--- src/rtl/counter_mod_ud.sv ---
// Modulo-MOD up/down counter with an enable prescaler, synchronous clear/load
// and a registered tick that pulses on the cycle the count wraps.
module counter_mod_ud #(
  parameter int BITS     = 4,
  parameter int MOD      = 10,
  parameter int PRESCALE = 1
) (
  input  logic            clk,
  input  logic            rst,
  input  logic            en,
  input  logic            up,
  input  logic            clear,
  input  logic            load,
  input  logic [BITS-1:0] din,
  output logic [BITS-1:0] q,
  output logic            tick,
  output logic            at_term
);

  localparam int PBITS = (PRESCALE > 1) ? $clog2(PRESCALE) : 1;
  localparam logic [BITS-1:0]  QMAX = BITS'(MOD - 1);
  localparam logic [PBITS-1:0] PMAX = PBITS'(PRESCALE - 1);

  if (MOD < 2 || MOD > 2 ** BITS || PRESCALE < 1) begin : g_bad_params
    $error("counter_mod_ud: illegal parameters BITS=%0d MOD=%0d PRESCALE=%0d",
           BITS, MOD, PRESCALE);
  end

  logic [PBITS-1:0] pcnt;

  // Out-of-range load values clamp to the top of the count range.
  function automatic logic [BITS-1:0] sat_load(input logic [BITS-1:0] v);
    return (v > QMAX) ? QMAX : v;
  endfunction

  // The terminal compare is taken before the add/subtract so q never leaves 0..MOD-1.
  function automatic logic [BITS-1:0] step_q(input logic [BITS-1:0] cur, input logic dir);
    if (dir) return (cur == QMAX) ? '0 : cur + BITS'(1);
    else     return (cur == '0) ? QMAX : cur - BITS'(1);
  endfunction

  assign at_term = up ? (q == QMAX) : (q == '0);

  always_ff @(posedge clk or negedge rst) begin
    if (!rst) begin
      q    <= '0;
      pcnt <= '0;
      tick <= 1'b0;
    end else if (clear) begin
      q    <= '0;
      pcnt <= '0;
      tick <= 1'b0;
    end else if (load) begin
      q    <= sat_load(din);
      pcnt <= '0;
      tick <= 1'b0;
    end else if (en) begin
      if (pcnt == PMAX) begin
        pcnt <= '0;
        q    <= step_q(q, up);
        tick <= at_term;
      end else begin
        pcnt <= pcnt + PBITS'(1);
        tick <= 1'b0;
      end
    end else begin
      tick <= 1'b0;
    end
  end

endmodule

--- config.mk ---
export PLATFORM = sky130hd
export DESIGN_NAME = counter_mod_ud
export DESIGN_NICKNAME = d
export VERILOG_FILES = /design/src/rtl/counter_mod_ud.sv
export SDC_FILE = /design/constraint.sdc
export NUM_CORES = 1
export LEC_CHECK = 0
export ABC_AREA = 1
export BUFFER_PORTS_ARGS = -buffer_cell sky130_fd_sc_hd__clkbuf_2
export CAP_MARGIN = 40
export CORE_AREA = 2 2 39 41
export DETAILED_ROUTE_END_ITERATION = 8
export DIE_AREA = 0 0 41 43
export PLACE_DENSITY = 0.66
export SKIP_LAST_GASP = 1
export SYNTH_ARGS = -nofsm -noshare
export SYNTH_HDL_FRONTEND = slang
export SYNTH_SLANG_ARGS = --single-unit
export TNS_END_PERCENT = 100
--- constraint.sdc ---
create_clock -name clk -period 3.75 [get_ports clk]
set_clock_uncertainty 0.15 [all_clocks]
set_input_delay 0 -clock clk [delete_from_list [all_inputs] [get_ports clk]]
set_output_delay 0 -clock clk [all_outputs]
set_load 0.005 [all_outputs]
**Word level (Yosys, flattened, before mapping)**

Cells that the tools add are included.

- Register bits after elaboration: 6
- Latch bits: 0
- Memory bits (writable): 0
- Bits in read-only memories: 0
- Input bits: 10
- Output and inout port bits: 6
- Word-level logic and storage cells: 29
- Memories kept: 0

- Add/sub/neg operators: 3
- Multiply operators: 0
- Divide/modulo/power cells: 0
- $lt $le $gt $ge: 1
- Eq/ne operators: 2
- Shift operators: 0
- Multiplexer cells: 17
- Bitwise gates (word level): 0
- Reductions and logical operators: 3

Operators with widths:

| kind | count |
|---|---|
| $mux 4 | 8 |
| $mux 1 | 9 |
| $add 4x1->4 const B | 1 |
| $eq 4x4->1 const B | 1 |
| $gt 4x4->1 const B | 1 |
| $logic_not 4->1 | 1 |
| $sub 4x1->4 const B | 1 |
| $ne 3x3->1 const B | 1 |
| $reduce_bool 3->1 | 1 |
| $reduce_and 2->1 | 1 |
| $add 1x1->1 const B | 1 |

**Logic depth before layout (Yosys ltp)**

- Word-level depth: 7
- Gate-level depth with buffers: 9
- Depth with buffers taken out: 9

**Least setup slack after synthesis**

No wires, ideal clock.

- Path kind: reg-to-reg
- Start: register q[1]
- End: register q[1]
- Library setup time: 116 ps
- Arrival time: 976 ps
- Setup slack: 2508 ps
- Cell stages (with the launch flop): 9
- Period minus slack after synthesis: 1242 ps
- Cell sequence: dfrtp_1 -> nor2_1 -> nand2_1 -> nand2_1 -> nand2_1 -> nand3_1 -> nand2_1 -> nand2_1 -> nand2_1

- Longest elaborated chain between the ends: 7

Ends and longest elaborated chain:

| item | line | source |
|---|---|---|
| start: declaration | 15 | `output logic [BITS-1:0] q,` |
| start signal: assignment | 54 | `q <= sat_load(din);` |
| start signal: assignment | 60 | `q <= step_q(q, up);` |
| $sub 4x1->4, or another cell as far along | 39 | `else return (cur == '0) ? QMAX : cur - BITS'(1);` |
| $mux 4 (on tied branches) | 39, 38 |  |
| $mux 4 * | 38 | `if (dir) return (cur == QMAX) ? '0 : cur + BITS'(1);` |
| $mux 4 * | 58 | `if (pcnt == PMAX) begin` |
| $mux 4 * | 57 | `end else if (en) begin` |
| $mux 4 * | 53 | `end else if (load) begin` |
| $mux 4 * | 49 | `end else if (clear) begin` |

Every way passes the cells marked *; elsewhere a longest branch is shown, timed or not. The select of a mux whose other input is x is not followed.
A chain may end at the register's enable or synchronous reset.

**Worst setup path after layout**

- Start: input load
- End: register q[0]

- Longest elaborated chain between the ends: 2

Ends and longest elaborated chain:

| item | line | source |
|---|---|---|
| start: declaration | 13 | `input logic load,` |
| $ne 3x3->1 (no line), or another cell as far along | n/a |  |
| $reduce_and 2->1 (no line) / $mux 4 (equally long branches) | n/a |  |

Parallel ways exist; a longest one is shown, timed or not.

==> flow_metrics.py <==
metrics = {
    "cts": {
        "cts_root_buf": "clkbuf_4",
        "cts_sinks": 5,
        "clockBufferDepth": 2,
        "cts_htree_levels": 1,
        "numCtsBuffers": 3,
        "clk_pin_slew_ps": 50,
        "cts_tree": "done",
        "clk_latency_ps": 240,
    },
    "routing": {
        "first_pass_iters": 4,
        "via_per_inst": 4.50,
        "num_vias": 535,
        "drt-total-wl_mm": 1.06,
        "ant_nets": 0,
        "wl_per_cell_um": 8.90,
        "drt_iter0_drc": 9,
        "drc": 0,
    },
    "synthesis": {
        "syn_area_um2": 402,
        "synth_cell_types": 8,
        "synth_seq_cells": 5,
        "synth_fp_nets": 84,
        "synth.avg_cell_area_um2": 5.43,
        "synth_cells": 74,
        "yosysWarningCount": 0,
        "seq_area_frac_synth_pct": 31.2,
    },
    "final_layout": {
        "final_cells": 119,
        "drive_above_1_share_pct": 17.5,
        "n_antenna_cell": 0,
        "post-route-util_pct": 45.0,
        "fin_nets": 114,
        "design_area_um2": 623,
        "fillers": 148,
        "area_growth_pct": 55.1,
    },
    "grt": {
        "antenna_found_initial": 0,
        "grt_pass1_vias": 434,
        "grt_max_degree": 9,
        "globalRouteOverflowTotal": 0,
        "track_usage_pct": 13.1,
        "grt_pass1_wl_mm": 1.58,
    },
    "min_path": {
        "hold_start": "clear",
        "hold_path.class": "in2reg",
        "holdPathEnd": "q[1]",
        "hold_depth": 6,
    },
    "setup_path": {
        "regToRegSetupSlack_ps": 1940,
        "critical_path.max_fanout": 7,
        "setup.worst_path.start": "load",
        "cp_top_family": "buffers and inverters",
        "cp.arrival_ps": 1860,
        "reg2reg_from": "q[1]",
        "max_stage_delay_ps": 560,
        "worstSetupPathType": "in2reg",
        "worst-path-buf-inv": 4,
        "startpoint_type": "input port",
        "critPathSlowestCell": "dlygate4sd3_1",
        "path_cells": "dlygate4sd3_1 -> clkbuf_2 -> inv_1 -> nand3_1 -> nand2_1 -> a21oi_1 -> o21ai_0 -> o21ai_0 -> dlygate4sd3_1",
        "cp_data_required_time_ps": 3720,
        "reg2reg_depth": 6,
        "critPathCaptureType": "register",
        "reg2reg_to": "tick",
    },
    "sta": {
        "report.final.hold_viol_count": 0,
        "post-route-period-util_pct": 50.5,
        "min_period_ps": 1890,
        "drv_slew": 0,
        "setup-tns-final_ps": 0,
        "max_freq_mhz": 528,
        "setup_viol": 0,
        "fin_ws_ps": 1860,
        "rsz0062_at_grt": "false",
        "worst_pin_slew_ps": 235,
        "maxSlewHeadroom_pct": 84.3,
    },
    "die": {
        "die_width_um": 41,
        "core_area_um2": 1380,
        "fp.dieH_um": 43,
        "die_area_um2": 1760,
        "row_count": 14,
        "initial_utilization_pct": 29.0,
        "io_pins": 16,
    },
    "power": {
        "p_leak_nw": 0.382,
        "p_comb_share_pct": 30.6,
        "seqPwrFrac_pct": 35.6,
        "p_sw_mw": 0.0596,
        "swShare_pct": 32.3,
        "max-vdd-ir-drop_mv": 0.255,
        "power.density_nw_per_um2": 297,
        "p_clk_share_pct": 33.8,
        "p_int_mw": 0.125,
    },
    "place": {
        "io_buffer_count": 15,
        "dpl-instance-area_um2": 497,
        "post-place-cells": 105,
        "place.gp.congestion": 0.753,
        "place_hpwl_um": 783,
        "pre_cts_ws_ps": 2420,
    },
    "job": {
        "cap_violations": 0,
    },
    "run_status": {
        "status": "finished clean",
    },
}
## cell usage after synthesis
cell     count  area share [%]
o21ai_0      3             3.7
a21oi_1      1             1.2
nor2_1       9             8.4
inv_1       12              11
nand2_1     34              32
nand3_1      9              11
dfrtp_1      5              31
nor3_1       1             1.2
## cell usage in the layout, fill, tap and decap left out, drive strengths merged
| cell type | netlist | layout |
|---|---|---|
| nand2 | 34 | 34 |
| clkbuf | 0 | 19 |
| inv | 12 | 12 |
| dlygate4sd3 | 0 | 10 |
| nor2 | 9 | 9 |
| nand3 | 9 | 9 |
| dfrtp | 5 | 5 |
| o21ai | 3 | 3 |
| nor3 | 1 | 1 |
| a21oi | 1 | 1 |
## per-layer routing
| layer | global-route usage (%) | vias up | routed length (µm) |
|---|---|---|---|
| met3 | 4.71 | 0 | 53 |
| met5 | 0 | - | 0 |
| met4 | 2.00 | 0 | 0 |
| li1 | - | 284 | - |
| met1 | 15.3 | 239 | 500 |
| met2 | 22.2 | 12 | 505 |
## power groups by stage
stage	Combinational, mW	Clock (mW)	Sequential, mW
3_3_place_gp	0.0480	0	0.0662
5_1_grt	0.0648	0.0720	0.0664
6_report	0.0565	0.0625	0.0657
2_1_floorplan	0.0310	0	0.0655
4_1_cts	0.0569	0.0644	0.0657
3_5_place_dp	0.0488	0	0.0665
## metrics by stage
step                power [mW]  hold slack, ps
detailed placement       0.115            -328
global route             0.203            65.8
finish                   0.185            27.5
floorplan               0.0965            -446
CTS                      0.187            13.5
global placement         0.114            -330
## sequential cells by signal (all words and copies together), names as in the netlist
register,cells
tick,1
q,4
## worst max-delay path by stage
stage                       to  slack [ps]  cells after the start
after global placement    q[1]        2470                      8
after global routing      q[0]        1760                      9
after CTS                 q[0]        1870                      9
after floorplan           q[1]        2510                      8
final                     q[0]        1860                      9
after detailed placement  q[1]        2420                      8
## layout make-up
class                           instances  area, µm²  area share (%)
Multi-Input combinational cell         57        231            37.1
Timing Repair Buffer                   25        175            28.1
Sequential cell                         5        125            20.1
Inverter                               12       45.0            7.23
Clock buffer                            4       26.3            4.22
Tap cell                               16       20.0            3.21
## kinds of logic after synthesis
| family | count (synthesis) | share of synthesized area (%) |
|---|---|---|
| compound gates | 4 | 4.98 |
| flops | 5 | 31.2 |
| simple gates | 53 | 52.6 |
| buf+inv | 12 | 11.2 |
## worst reg2reg max path, delay by kind of cell, from the launching register on
kind	cells	cell delay, ps
buf+inv	1	560
flops	1	440
simple gates	5	590
## repair_timing
item / CTS / global route
endpoints found under the setup margin: 0 / 0
resized for setup: 0 / 0
hold buffers: 10 / 0
hold endpoints to repair: 9 / 0
setup buffers: 0 / 0
(Power assumes the default switching activity.)
